[src/rtl/lc3_controller.sv]
// LC3 pipeline control: stage enables, operand bypass selects, data-memory access
// sequencing and branch resolution from the decode (IR) and execute (IR_Exec) instructions.
module lc3_controller (
    input  logic        clk,
    input  logic        rst,
    input  logic [15:0] IR,
    input  logic [15:0] IR_Exec,
    input  logic [2:0]  NZP,
    input  logic [2:0]  psr,
    input  logic        complete_data,
    output logic        enable_fetch,
    output logic        enable_decode,
    output logic        enable_execute,
    output logic        enable_writeback,
    output logic        bypass_alu_1,
    output logic        bypass_alu_2,
    output logic        bypass_mem_1,
    output logic        bypass_mem_2,
    output logic [1:0]  mem_state,
    output logic        br_taken
);

    localparam logic [3:0] OP_BR  = 4'b0000;
    localparam logic [3:0] OP_ADD = 4'b0001;
    localparam logic [3:0] OP_LD  = 4'b0010;
    localparam logic [3:0] OP_ST  = 4'b0011;
    localparam logic [3:0] OP_AND = 4'b0101;
    localparam logic [3:0] OP_LDR = 4'b0110;
    localparam logic [3:0] OP_STR = 4'b0111;
    localparam logic [3:0] OP_NOT = 4'b1001;
    localparam logic [3:0] OP_LDI = 4'b1010;
    localparam logic [3:0] OP_STI = 4'b1011;
    localparam logic [3:0] OP_JMP = 4'b1100;

    localparam logic [1:0] MEM_READ  = 2'd0;
    localparam logic [1:0] MEM_IND   = 2'd1;
    localparam logic [1:0] MEM_WRITE = 2'd2;
    localparam logic [1:0] MEM_IDLE  = 2'd3;

    typedef enum logic [1:0] {
        BR_IDLE    = 2'd0,
        BR_EXEC    = 2'd1,
        BR_RESOLVE = 2'd2
    } br_state_t;

    logic [1:0] mem_state_reg;
    br_state_t  br_state_reg;
    logic       exec_new_reg;
    logic       br_taken_reg;

    logic [3:0] ir_op;
    logic [3:0] exec_op;
    logic       ir_is_ctrl;
    logic       exec_is_alu;
    logic       exec_is_load;
    logic       exec_is_store;
    logic       mem_start;
    logic       br_advance;

    assign ir_op         = IR[15:12];
    assign exec_op       = IR_Exec[15:12];
    assign ir_is_ctrl    = (ir_op == OP_BR) || (ir_op == OP_JMP);
    assign exec_is_alu   = (exec_op == OP_ADD) || (exec_op == OP_AND) || (exec_op == OP_NOT);
    assign exec_is_load  = (exec_op == OP_LD) || (exec_op == OP_LDR) || (exec_op == OP_LDI);
    assign exec_is_store = (exec_op == OP_ST) || (exec_op == OP_STR) || (exec_op == OP_STI);

    // Only a freshly loaded IR_Exec may start an access, so a held load/store never repeats.
    assign mem_start  = (mem_state_reg == MEM_IDLE) && exec_new_reg && (exec_is_load || exec_is_store);
    assign br_advance = (mem_state_reg == MEM_IDLE) && !mem_start;

    always_comb begin
        enable_fetch     = 1'b1;
        enable_decode    = 1'b1;
        enable_execute   = 1'b1;
        enable_writeback = 1'b1;
        if (rst) begin
            enable_fetch     = 1'b0;
            enable_decode    = 1'b0;
            enable_execute   = 1'b0;
            enable_writeback = 1'b0;
        end else if (mem_state_reg != MEM_IDLE) begin
            enable_fetch     = 1'b0;
            enable_decode    = 1'b0;
            enable_execute   = 1'b0;
            enable_writeback = (mem_state_reg == MEM_READ) && complete_data;
        end else begin
            case (br_state_reg)
                BR_IDLE: begin
                    enable_fetch = !ir_is_ctrl;
                end
                BR_EXEC: begin
                    enable_fetch  = 1'b0;
                    enable_decode = 1'b0;
                end
                BR_RESOLVE: begin
                    enable_fetch   = 1'b0;
                    enable_decode  = 1'b0;
                    enable_execute = 1'b0;
                end
                default: begin
                    enable_fetch = 1'b1;
                end
            endcase
        end
    end

    // Source operand fields of the decode instruction: index 0 is SR1, index 1 is SR2.
    logic [2:0] src_field [2];
    logic [1:0] src_used;
    logic [1:0] byp_alu;
    logic [1:0] byp_mem;

    assign src_field[0] = IR[8:6];
    assign src_field[1] = ((ir_op == OP_ST) || (ir_op == OP_STR) || (ir_op == OP_STI)) ? IR[11:9] : IR[2:0];

    assign src_used[0] = (ir_op == OP_ADD) || (ir_op == OP_AND) || (ir_op == OP_NOT) ||
                         (ir_op == OP_LDR) || (ir_op == OP_STR) || (ir_op == OP_JMP);
    assign src_used[1] = (((ir_op == OP_ADD) || (ir_op == OP_AND)) && !IR[5]) ||
                         (ir_op == OP_ST) || (ir_op == OP_STR) || (ir_op == OP_STI);

    generate
        for (genvar gi = 0; gi < 2; gi++) begin : g_bypass
            logic hit;
            assign hit         = enable_execute && src_used[gi] && (IR_Exec[11:9] == src_field[gi]);
            assign byp_alu[gi] = hit && exec_is_alu;
            assign byp_mem[gi] = hit && exec_is_load && !exec_new_reg;
        end
    endgenerate

    assign bypass_alu_1 = byp_alu[0];
    assign bypass_alu_2 = byp_alu[1];
    assign bypass_mem_1 = byp_mem[0];
    assign bypass_mem_2 = byp_mem[1];
    assign mem_state    = mem_state_reg;
    assign br_taken     = br_taken_reg;

    always_ff @(posedge clk) begin
        if (rst) begin
            mem_state_reg <= MEM_IDLE;
            br_state_reg  <= BR_IDLE;
            exec_new_reg  <= 1'b0;
            br_taken_reg  <= 1'b0;
        end else begin
            exec_new_reg <= enable_execute;
            br_taken_reg <= 1'b0;

            case (mem_state_reg)
                MEM_IDLE: begin
                    if (mem_start) begin
                        if (exec_op == OP_LD || exec_op == OP_LDR)
                            mem_state_reg <= MEM_READ;
                        else if (exec_op == OP_LDI || exec_op == OP_STI)
                            mem_state_reg <= MEM_IND;
                        else
                            mem_state_reg <= MEM_WRITE;
                    end
                end
                MEM_IND: begin
                    if (complete_data)
                        mem_state_reg <= (exec_op == OP_LDI) ? MEM_READ : MEM_WRITE;
                end
                default: begin
                    if (complete_data)
                        mem_state_reg <= MEM_IDLE;
                end
            endcase

            if (br_advance) begin
                case (br_state_reg)
                    BR_IDLE: begin
                        if (ir_is_ctrl && enable_decode)
                            br_state_reg <= BR_EXEC;
                    end
                    BR_EXEC: begin
                        br_state_reg <= BR_RESOLVE;
                    end
                    BR_RESOLVE: begin
                        br_taken_reg <= (exec_op == OP_JMP) ? 1'b1 : |(NZP & psr);
                        br_state_reg <= BR_IDLE;
                    end
                    default: begin
                        br_state_reg <= BR_IDLE;
                    end
                endcase
            end
        end
    end

endmodule

[config.mk]
export PLATFORM = sky130hd
export DESIGN_NAME = lc3_controller
export DESIGN_NICKNAME = d
export VERILOG_FILES = /design/src/rtl/lc3_controller.sv
export SDC_FILE = /design/constraint.sdc
export NUM_CORES = 1
export LEC_CHECK = 0
export ABC_AREA = 1
export ABC_CLOCK_PERIOD_IN_PS = 2240
export BUFFER_PORTS_ARGS = -buffer_cell sky130_fd_sc_hd__buf_2
export CORE_MARGIN = 3
export CORE_UTILIZATION = 43
export DETAILED_ROUTE_END_ITERATION = 10
export PLACE_DENSITY = 0.88
export SLEW_MARGIN = 20
export SYNTH_ARGS = -nofsm -noshare
export SYNTH_HDL_FRONTEND = slang
export SYNTH_SLANG_ARGS = --single-unit
[constraint.sdc]
create_clock -name clk -period 2.24 [get_ports clk]
set_input_delay 0.112 -clock clk [delete_from_list [all_inputs] [get_ports clk]]
set_output_delay 0.112 -clock clk [all_outputs]
set_load 0.1 [all_outputs]
Word level (Yosys, flattened, before mapping)
Index checks and enable logic that the tools add are counted.
- equal/unequal tests: 28
- muxes and demuxes: 22
- bitwise logic cells: 3
- reductions and logical operators: 48
- operators with widths (kind ; number):
    4-bit == test, second input constant ; 7
    4-bit by 3-bit == test with 1-bit output, second input constant ; 6
    1-bit logical OR ; 19
    1-bit logical AND ; 16
    2-bit two-way mux ; 7
    4-bit by 2-bit == test with 1-bit output, second input constant ; 3
    1-bit two-way mux ; 11
    4-bit by 1-bit == test with 1-bit output, second input constant ; 2
    2-bit inequality test, second input constant ; 4
    2-bit one-hot mux with 2 select lines ; 2
    3-bit == test ; 2
    3-bit OR reduction ; 2
    2-bit by 1-bit == test with 1-bit output, second input constant ; 2
    2-bit == test, second input constant ; 2
    1-bit logical NOT ; 4
    2-bit logical NOT ; 2
    4-bit logical NOT ; 1
    3-bit AND ; 1
    3-bit two-way mux ; 1
    3-bit AND reduction ; 1
    1-bit inverter ; 2
    1-bit one-hot mux with 2 select lines ; 1
    2-bit AND reduction ; 1
    2-bit nonzero test ; 1
    2-bit OR reduction ; 1
- register bits after elaboration: 6
- bits of input ports: 41
- output and inout port bits: 11
- word-level logic and storage cells: 105

Depth between registers and ports, before layout
- word-level depth: 10
- depth in mapped cells: 9
- depth with buffers taken out: 9

Worst setup path after synthesis
Ideal clock, no wire load.
- path kind: register to output
- from: register mem_state_reg[0], in the netlist mem_state[0]
- to: output bypass_alu_2
- data arrival time: 3.000 ns
- required time: 2.128 ns
- setup slack: -0.872 ns
- cell stages (with the launch flop): 9
- path buffers: 0
- cells stage by stage: dfxtp_1 > nand2_2 > nor2_4 > nand2_4 > a21oi_2 > nand2_1 > nor2_2 > nand2_1 > nor2_1
- longest elaborated chain between the ends: 6
- RTL lines (what ; line ; source):
    start, declared ; 46 ; logic [1:0] mem_state_reg;
    start signal, assigned ; 160 ; mem_state_reg <= (exec_op == OP_LDI) ? MEM_READ : MEM_WRITE;
    2-bit inequality test ; 81 ; end else if (mem_state_reg != MEM_IDLE) begin
    1-bit two-way mux ; 81 ;
    1-bit two-way mux ; 76 ; if (rst) begin
    1-bit logical AND (2 in a row) ; 124 ; assign hit = enable_execute && src_used[gi] && (IR_Exec[11:9] == src_field[gi]);
    1-bit logical AND ; 125 ; assign byp_alu[gi] = hit && exec_is_alu;
    end, declared ; 16 ; output logic bypass_alu_2,
Every way passes these cells.

Worst setup path after layout
- from: register br_state_reg[0]
- to: output bypass_alu_1
- longest elaborated chain between the ends: 7
- RTL lines (what ; line ; source):
    start, declared ; 47 ; br_state_t br_state_reg;
    start signal, assigned ; 140 ; br_state_reg <= BR_IDLE;
    start signal, assigned ; 172 ; br_state_reg <= BR_EXEC;
    start signal, assigned ; 175 ; br_state_reg <= BR_RESOLVE;
    2-bit == test ; 87 ; case (br_state_reg)
    1-bit two-way mux ; 87 ;
    1-bit two-way mux ; 81 ;
    1-bit two-way mux ; 76 ;
    1-bit logical AND (2 in a row) ; 124 ;
    1-bit logical AND ; 125 ;
    end, declared ; 15 ; output logic bypass_alu_1,
Every way passes these cells.

==> metrics.txt <==
Internal Power=404 uW; synth-to-layout area growth=40.8%; Placer Congestion=0.789; clock transition time at the flip-flop clock pins of the worst setup and hold paths=0.05 ns; type of the worst setup path=flip-flop to output pin; Post-Layout Inst Area=1010 um^2; total net switching power=727 uW; Final Hold Vio Count=0; crit-path leading delay family=buffers and inverters; startpoint type of the worst setup path=flip-flop; initial core utilization=46.8%; count of synthesis-stage warnings from yosys=0; number of filler instances in the final layout=139; worst-margin pin slew=0.487 ns; Hold/Removal Path Class=input port to flip-flop; number of search-and-repair iterations in the first detailed-routing pass=2; area of all sequential standard cells=128 um^2; largest net degree at the start of global routing=10; starting DRC count in detailed routing=16; post-synthesis average cell area=5.86 um^2; area of the multi-input gates=536 um^2; Clock Path Buffers=2; vertical die dimension=46.9 um; total number of nets in the final design=212; series of cell instances along the critical path=inv_1 -> ha_1 -> inv_1 -> nand2_4 -> nor3_2 -> nand3_1 -> nor2_4 -> buf_2; total nets after synthesis=167; global-route total usage across every layer=17.4%; cell area after synthesis=721 um^2; count of pins over their slew limit=0; clock latency at the later pin of the worst-skew pair=0.25 ns; cell occurring most often along the worst timing path=sky130_fd_sc_hd__inv_1; Critical Path End Type=output pin; post-synthesis cell count=123; CP arrival=1.97 ns; number of gates given a new drive strength after cts=0; cell row count=14; unrepaired setup endpoints after global routing=false; number of antenna violations at the first check in global routing=0; portion of the clock cycle consumed by the worst path in the final layout=92.8%; logic gate share of total power=73.7%; highest net fanout along the worst path=4; Sink Count=6; clock network power share=10.2%; CTS Root Cell=sky130_fd_sc_hd__clkbuf_4; pre-CTS WS=0.428 ns; DRT antenna net count=0; placement-stage cell area=988 um^2; Hold Worst Slack=0.182 ns; result of the run=finished, final reports clean; post-synthesis sequential area ratio=16.7%; global-route wire length before repair=2770 um; final worst setup slack=0.160 ns; post-layout min period=2.08 ns; Detail Placement HPWL=1590 um; fraction of power consumed by sequential logic=16.1%; Die Area=2200 um^2; proportion of layout cells with a drive suffix above 1=38.3%; post-CTS setup buffer count=0; detailed-route wire length=1860 um; TritonCTS Buffers=3; highest cell delay on the worst timing path=0.43 ns; endpoint required time on the critical path=2.13 ns; via count of the first global-routing pass=734; count of hold buffers inserted by post-cts repair=0; total congestion overflow after global routing=0; CTS H-Tree Depth=1; most frequent cells in the layout=sky130_fd_sc_hd__buf_2, sky130_fd_sc_hd__inv_1, sky130_fd_sc_hd__nand2_1; core box area=1540 um^2; most common cell after layout, fill and taps aside=sky130_fd_sc_hd__buf_2; switching share of power=64.2%; Relative slew margins=67.8%; reported leakage power=0.000578 uW; number of synthesized register bits=6; power density cells=1110 nW/um^2; achievable frequency=481 MHz; via total after detailed routing=904; library cell contributing the largest single delay on the critical path=sky130_fd_sc_hd__buf_2; count of buffer and inverter cells on the critical path=3; buffers added on ports=40; die extent in x=46.9 um; antenna diode count=0; DRC violations left=0; number of distinct standard cells referenced by the synthesized netlist=22; Total Neg Setup Slack=0 ns; maximum VDD drop=974 uV; Clock Skew=0.00238 ns; number of max-capacitance violations reported=0; TritonCTS clock tree=done; final setup violating endpoints=0; overall power consumption=1130 uW; Avg WL per Cell=10.1 um; Vias/cell=4.94; Top Ports=52
synth_stat cells:
master                     count  share of area [%]
sky130_fd_sc_hd__a21oi_2       1                1.2
sky130_fd_sc_hd__o21ai_0       5                3.5
sky130_fd_sc_hd__a21oi_1       6                4.2
sky130_fd_sc_hd__o31ai_1       1                1.0
sky130_fd_sc_hd__nand4_2       1                1.7
sky130_fd_sc_hd__dfxtp_1       6                 17
sky130_fd_sc_hd__o211ai_1      2                2.1
sky130_fd_sc_hd__xor2_1        2                2.4
sky130_fd_sc_hd__inv_1        25                 13
sky130_fd_sc_hd__inv_2         3                1.6
sky130_fd_sc_hd__nand2_1      25                 13
sky130_fd_sc_hd__nor3_2        2                2.8
sky130_fd_sc_hd__nand2_2       2                1.7
sky130_fd_sc_hd__nand3_1      20                 14
sky130_fd_sc_hd__xnor2_1       1                1.2
sky130_fd_sc_hd__nor2_1       10                5.2
sky130_fd_sc_hd__nand2_4       3                4.7
sky130_fd_sc_hd__ha_1          3                5.2
sky130_fd_sc_hd__nor2_2        1               0.87
sky130_fd_sc_hd__nand3b_1      1                1.0
sky130_fd_sc_hd__nor3_1        2                1.4
sky130_fd_sc_hd__nor2_4        1                1.6
power by group through the flow:
stage / clock [uW] / sequential, uW / combinational (uW)
after global placement: 0 / 183 / 813
after CTS: 122 / 183 / 834
after global routing: 126 / 187 / 886
after detailed placement: 0 / 185 / 829
after floorplan: 0 / 303 / 574
final: 115 / 183 / 833
area by class of cell:
class / instances / share of cell area [%]
multi-input combinational: 89 / 52.8
sequential: 6 / 12.6
timing repair buffer: 40 / 19.7
clock buffer: 4 / 2.59
tap: 16 / 1.97
inverter: 28 / 10.4
layer usage:
layer | vias to the layer above | routed length, um | track usage [%] | part of all wire, %
met2 | 27 | 987 | 32.8 | 53
met5 | - | 0 | 0 | 0
met3 | 2 | 117 | 4.60 | 6.3
met4 | 0 | 10 | 3.31 | 0.54
li1 | 475 | - | - | -
met1 | 400 | 742 | 19.5 | 40
metrics by stage:
stage / instances / util [%]
2_1_floorplan: 123 / -
3_3_place_gp: 179 / 64.1
3_5_place_dp: 179 / 64.1
4_1_cts: 183 / 65.8
5_1_grt: 183 / 65.8
6_report: 183 / 65.8
logic make-up after synthesis:
logic type,share of synthesized area [%]
flops,16.7
simple gates,47.9
fa+ha+maj,5.21
xor+xnor,3.65
buf+inv,14.6
compound gates,12.0
final timing paths:
check                                      from              end  slack [ns]  depth (start not counted)
worst max-delay path            br_state_reg[0]     bypass_alu_1        0.16                          8
worst min register to register  br_state_reg[0]  br_state_reg[0]        0.53                          2
worst min-delay path                        rst         br_taken        0.18                          2
worst max register to register  br_state_reg[1]  br_state_reg[1]        0.84                          8
Note: power is estimated with default switching activity, not from simulation.
